==> src/rtl/serial_compare_ctrl_pkg.sv <==
// Shared types and constants for the serial slice-by-slice magnitude comparator.
// Result constants are packed as {gt, lt, eq}.
package serial_compare_ctrl_pkg;

  typedef enum logic [1:0] {
    IDLE    = 2'd0,
    COMPARE = 2'd1,
    DONE    = 2'd2
  } state_t;

  localparam logic [2:0] GT = 3'b100;
  localparam logic [2:0] LT = 3'b010;
  localparam logic [2:0] EQ = 3'b001;

endpackage

==> src/rtl/comparator2bit.sv <==
// Combinational 2-bit magnitude comparator used for one operand slice per cycle.
module comparator2bit (
  input  logic [1:0] a,
  input  logic [1:0] b,
  output logic       gt,
  output logic       lt,
  output logic       eq
);

  assign gt = (a > b);
  assign lt = (a < b);
  assign eq = (a == b);

endmodule

==> src/rtl/serial_compare_ctrl.sv <==
// Serial magnitude comparator: walks 2-bit slices MSB-first and stops at the
// first unequal slice, reporting the result and the number of slices examined.
//
// state   | meaning
// IDLE    | waiting for start; operands latched on the accepting edge
// COMPARE | one slice compared per cycle, MSB pair first
// DONE    | one-cycle done pulse, result valid; returns to IDLE
module serial_compare_ctrl
  import serial_compare_ctrl_pkg::*;
#(
  parameter int WIDTH = 8
) (
  input  logic                               clk,
  input  logic                               rst,
  input  logic                               start,
  input  logic [WIDTH-1:0]                   a_in,
  input  logic [WIDTH-1:0]                   b_in,
  output logic                               busy,
  output logic                               done,
  output logic                               a_gt_b,
  output logic                               a_lt_b,
  output logic                               a_eq_b,
  output logic [$clog2(WIDTH/2+1)-1:0]       cycles
);

  localparam int NSLICE = WIDTH / 2;
  localparam int CW     = $clog2(NSLICE + 1);
  localparam int IW     = (NSLICE > 1) ? $clog2(NSLICE) : 1;

  state_t           state;
  logic [WIDTH-1:0] a_q;
  logic [WIDTH-1:0] b_q;
  logic [IW-1:0]    idx;
  logic [CW-1:0]    cnt;
  logic [1:0]       a_sl;
  logic [1:0]       b_sl;
  logic             sl_gt;
  logic             sl_lt;
  logic             sl_eq;

  assign a_sl = a_q[{idx, 1'b0} +: 2];
  assign b_sl = b_q[{idx, 1'b0} +: 2];

  comparator2bit u_cmp (
    .a  (a_sl),
    .b  (b_sl),
    .gt (sl_gt),
    .lt (sl_lt),
    .eq (sl_eq)
  );

  always_ff @(posedge clk or posedge rst) begin
    if (rst) begin
      state  <= IDLE;
      a_q    <= '0;
      b_q    <= '0;
      idx    <= '0;
      cnt    <= '0;
      busy   <= 1'b0;
      done   <= 1'b0;
      a_gt_b <= 1'b0;
      a_lt_b <= 1'b0;
      a_eq_b <= 1'b0;
      cycles <= '0;
    end else begin
      case (state)
        IDLE: begin
          done <= 1'b0;
          if (start) begin
            a_q   <= a_in;
            b_q   <= b_in;
            idx   <= IW'(NSLICE - 1);
            cnt   <= '0;
            busy  <= 1'b1;
            state <= COMPARE;
          end
        end
        COMPARE: begin
          // Results stay at the previous values until this operation resolves.
          if (!sl_eq) begin
            {a_gt_b, a_lt_b, a_eq_b} <= {sl_gt, sl_lt, 1'b0};
            cycles <= cnt + CW'(1);
            done   <= 1'b1;
            state  <= DONE;
          end else if (idx != '0) begin
            idx <= idx - IW'(1);
            cnt <= cnt + CW'(1);
          end else begin
            {a_gt_b, a_lt_b, a_eq_b} <= EQ;
            cycles <= cnt + CW'(1);
            done   <= 1'b1;
            state  <= DONE;
          end
        end
        DONE: begin
          done  <= 1'b0;
          busy  <= 1'b0;
          state <= IDLE;
        end
        default: begin
          done  <= 1'b0;
          busy  <= 1'b0;
          state <= IDLE;
        end
      endcase
    end
  end

endmodule

==> config.mk <==
export PLATFORM = sky130hd
export DESIGN_NAME = serial_compare_ctrl
export DESIGN_NICKNAME = d
export VERILOG_FILES = /design/src/rtl/serial_compare_ctrl_pkg.sv /design/src/rtl/comparator2bit.sv /design/src/rtl/serial_compare_ctrl.sv
export SDC_FILE = /design/constraint.sdc
export NUM_CORES = 1
export LEC_CHECK = 0
export ABC_CLOCK_PERIOD_IN_PS = 4600
export CORE_ASPECT_RATIO = 2
export CORE_UTILIZATION = 30
export CTS_BUF_LIST = sky130_fd_sc_hd__clkbuf_4 sky130_fd_sc_hd__clkbuf_8
export CTS_CLUSTER_DIAMETER = 120
export DETAILED_ROUTE_END_ITERATION = 6
export PLACE_DENSITY_LB_ADDON = 0.15
export SLEW_MARGIN = 20
export SYNTH_ARGS = -nofsm -noshare
export SYNTH_HDL_FRONTEND = slang
export SYNTH_HIERARCHICAL = 1
export SYNTH_SLANG_ARGS = --single-unit
==> constraint.sdc <==
create_clock -name clk -period 4.6 [get_ports clk]
set_input_delay 0.69 -clock clk [delete_from_list [all_inputs] [get_ports clk]]
set_output_delay 0.69 -clock clk [all_outputs]
set_load 0.02 [all_outputs]
=== Word level (Yosys, flattened, before mapping) ===
Cells that the tools add are included.

* Bits in registers: 31
* Bits in latches: 0
* Bits in writable memories: 0
* Bits in read-only memories: 0
* Output and inout bits: 8
* Word-level logic and storage cells: 56
* Memories: 0

* Add/subtract/negate cells: 2
* $mul: 0
* Divide/modulo/power cells: 0
* $lt $le $gt $ge: 2
* Eq/ne operators: 7
* Shifts and indexed selects: 2
* Muxes and demuxes: 23
* Bitwise operators: 1
* Reductions and logical operators: 8

{| class="wikitable"
|+ Operators by type and width
! cell !! number
|-
| indexed part select 8 x 4 -> 2 bit || 2
|-
| two-way mux 3 bit || 5
|-
| two-way mux 2 bit || 6
|-
| two-way mux 1 bit || 8
|-
| != test 2 bit, second input constant || 4
|-
| one-hot mux 2 bit (2 select lines) || 2
|-
| AND reduction 2 bit || 4
|-
| one-hot mux 3 bit (2 select lines) || 1
|-
| AND reduction 4 bit || 1
|-
| nonzero test 2 bit || 2
|-
| adder 3 x 1 -> 3 bit, second input constant || 1
|-
| != test 3 bit, second input constant || 1
|-
| == test 2 x 1 -> 1 bit, second input constant || 1
|-
| == test 2 bit || 1
|-
| > comparator 2 bit || 1
|-
| zero test 2 bit || 1
|-
| < comparator 2 bit || 1
|-
| one-hot mux 1 bit (2 select lines) || 1
|-
| subtractor 2 x 1 -> 2 bit, second input constant || 1
|-
| inverter 1 bit || 1
|}

=== Longest topological paths before layout ===
* Word-level depth: 4
* Depth in mapped cells: 8
* Gate-level depth less buffers: 7

=== By module ===
The synthesis kept the hierarchy.

{| class="wikitable"
|+ By module, submodules not included
! module !! instances !! cells an instance !! area an instance (µm²) !! seq. area each (µm²)
|-
| serial_compare_ctrl || 1 || 92 || 1378.8 || 775.7
|-
| comparator2bit || 1 || 9 || 62.6 || 0.0
|}

=== Least setup slack after synthesis ===
OpenSTA, ideal clock, no wires.

* Path kind: register to register
* From: register idx[0]
* To: register cnt[0]
* Arrival time: 1.990 ns
* Required time: 4.475 ns
* Setup slack: 2.486 ns
* Stages on the path, launching flop included: 8
* Cell sequence: dfrtp_1 buf_2 mux4_2 ha_1 and2_4 and4bb_4 nor2_2 mux2_2

* Longest elaborated chain between the ends: 4
* Elaborated cells on any way between the ends: 7

{| class="wikitable"
|+ Ends and longest elaborated chain
! element !! RTL line !! source
|-
| start: declaration || serial_compare_ctrl.sv:33 || <nowiki>logic [IW-1:0] idx;</nowiki>
|-
| start signal: assignment || serial_compare_ctrl.sv:72 || <nowiki>idx <= IW'(NSLICE - 1);</nowiki>
|-
| start signal: assignment || serial_compare_ctrl.sv:86 || <nowiki>idx <= idx - IW'(1);</nowiki>
|-
| indexed part select 8 x 4 -> 2 bit || serial_compare_ctrl.sv:41 || <nowiki>assign a_sl = a_q[{idx, 1'b0} +: 2];</nowiki>
|-
| named net a_sl[1] || serial_compare_ctrl.sv:35 || <nowiki>logic [1:0] a_sl;</nowiki>
|-
| == test 2 bit || comparator2bit.sv:12 || <nowiki>assign eq = (a == b);</nowiki>
|-
| named net sl_eq || serial_compare_ctrl.sv:39 || <nowiki>logic sl_eq;</nowiki>
|-
| != test 2 bit (no source line) || -- ||
|-
| AND reduction 4 bit (no source line) || -- ||
|-
| end signal: assignment || serial_compare_ctrl.sv:87 || <nowiki>cnt <= cnt + CW'(1);</nowiki>
|-
| end: declaration || serial_compare_ctrl.sv:34 || <nowiki>logic [CW-1:0] cnt;</nowiki>
|}

The timed path passes the listed nets, and every way through them passes these cells.
A chain may end at the register's enable or synchronous reset.

=== Worst setup path in the final report ===
Same ends and word-level chain as after synthesis.

==> metrics.cfg <==
[status]
outcome = finished clean

[finish]
multi_input_area_um2 = 592
finish.instance_area_um2 = 1830
n_fill_cell = 459
final_cell_mix = 31 x dfrtp_1, 26 x clkdlybuf4s50_1, 11 x mux2_2, 10 x inv_1, 8 x mux2_4
drive_gt1_share_pct = 28.4
nets = 156
final_common_cell = dfrtp_1
n_antenna_cell = 0
area.sequential_um2 = 776
syn_to_final_growth_pct = 27.2

[cts]
cts_tree = built
cts_hold_buf = 0
cts_setup_buffers = 0
clock_latency_ns = 0.29
cts_resized = 0
clockBufferDepth = 2
numCtsBuffers = 5
h-tree-depth = 2
clock-sinks = 31
cts_root_buf = clkbuf_8
clkTransAtPathRegs_ns = 0.07

[setup_path]
critical_path_class = reg2reg
endpoint_kind = flop
cp.required_ns = 4.78
startpoint_type = flop
crit_slowest_cell = mux4_2
arrival_ns = 2.40
max_stage_delay_ns = 0.54
cp_max_fo = 7
path_cells = mux4_2, ha_1, and2_4, and4bb_4, nor2_2, mux2_2

[route]
via_per_inst = 4.62
ant_nets = 0
drc = 0
vias = 873
detail_route.iter0.violations = 20
wl_um = 2660
dr.pass1.iters = 4
wire_per_inst_um = 14.1

[die]
start_util_pct = 31.3
die_x_um = 51.0
die_area_um2 = 5100
io_pins = 27
die_h_um = 100
num_rows = 35
coreArea_um2 = 4600

[synth]
synth_area_um2 = 1440
synth_cell_type_count = 29
synth-edff-count = 0
postSynthAreaPerCell_um2 = 14.3
synth_ff_type = dfrtp_1
ys_seq_area_share_pct = 53.8
synthCells = 101
synth_warnings = 6
synth_nets = 124
ys_ff_latch = 31
synth-async-reset-ratio_pct = 100

[global_routing]
use_met3_pct = 4.09
antenna_found_initial = 0
grt_pass1_wl_um = 4680
grtUsageMet2_pct = 22.5
busiest_layer = met2
first_global_vias = 985
grt_max_degree = 32
grt-ovfl-total = 0
grtUsageTotal_pct = 12.9
use_met1_pct = 13.1

[sta]
fin_crit_ns = 2.23
hold_violations = 0
drv_slew = 0
post-route-period-util_pct = 48.4
setup_viol = 0
worstMarginPinSlew_ns = 0.399
max_freq_mhz = 449
slew_headroom_pct = 73.4
final.setup.tns_ns = 0
rsz0062_at_grt = false
finClkSkew_ns = 0.00546

[run]
max_cap_violations = 0

[power]
power_density_nw_per_um2 = 639
p_leak_nw = 0.855
vdd_ir_drop_max_v = 0.000319
p_total_w = 0.00117

[placement]
dp_hpwl_um = 2000
post_dp_cell_area_um2 = 1750
gp_congestion = 0.685
io_buffers = 26

[hold_path]
min_path_type = reg2reg

## synth_stat cells (all sizes together), types with 2 or more instances
cell type | instances | area [um2]
and2 | 2 | 15.0
a21oi | 3 | 15.0
a22o | 3 | 26.3
mux4 | 4 | 90.1
dfrtp | 31 | 776
ha | 4 | 50.1
nand2b | 3 | 18.8
mux2 | 19 | 244
nor2 | 6 | 25.0
buf | 3 | 36.3
inv | 10 | 37.5
## final timing paths
kind	from	end	slack (ns)	depth (start not counted)
setup / recovery	idx[0]	cnt[0]	2.37	6
hold / removal	busy	busy	0.49	1
setup reg to reg	idx[0]	cnt[0]	2.37	6
hold reg to reg	busy	busy	0.49	1
max in group asynchronous	rst	b_q[5]	3.52	3
min in group asynchronous	rst	done	0.79	3
## cell families after synthesis
| kind of cell | after synthesis | synth area share (%) |
|---|---|---|
| simple gates | 18 | 8.25 |
| xor+xnor | 1 | 0.608 |
| compound gates | 10 | 4.86 |
| fa+ha+maj | 4 | 3.47 |
| buf+inv | 13 | 5.12 |
| flops | 31 | 53.8 |
| mux | 24 | 23.9 |
## report_power, final
part	leakage [nW]	internal, W	total (W)	switching (W)
clock	0.0477	0.000103	0.000208	0.000105
sequential	0.373	0.000385	0.000464	0.0000789
combinational	0.434	0.000295	0.000499	0.000204
total	0.855	0.000784	0.00117	0.000388
## stage by stage
stage | util [%] | instances | setup slack [ns] | hold slack, ns
floorplan | - | 101 | 2.49 | 0.461
CTS | 39.9 | 189 | 2.34 | 0.495
detailed placement | 38.0 | 181 | 2.34 | 0.475
global placement | 38.0 | 181 | 2.38 | 0.466
finish | 39.9 | 189 | 2.37 | 0.486
global route | 39.9 | 189 | 2.24 | 0.520
## registers in the layout, indices dropped and copies added, names as in the netlist
signal  count
a_eq_b      1
idx         2
done        1
a_gt_b      1
state       2
cnt         3
a_lt_b      1
b_q         8
a_q         8
busy        1
cycles      3
## critical path: cells and delay by family (launching register included)
kind | cells | cell delay, ns
multiplexers | 2 | 0.81
flip-flops | 1 | 0.51
AND/OR/NAND/NOR | 3 | 0.50
adder cells (fa/ha/maj) | 1 | 0.31
## final cells by class
type | instances | area share [%]
inverter | 10 | 2.05
clock inverter | 3 | 0.819
sequential | 31 | 42.3
multi-input combinational | 57 | 32.3
clock buffer | 5 | 3.75
tap | 55 | 3.75
timing repair buffer | 28 | 15.0
## per-layer routing
layer,part of all wire [%],vias up
met4,2.3,0
met2,57,24
met3,4.0,5
met1,36,429
li1,-,415
met5,0,-
No activity file was read; power rests on OpenSTA's default activity.
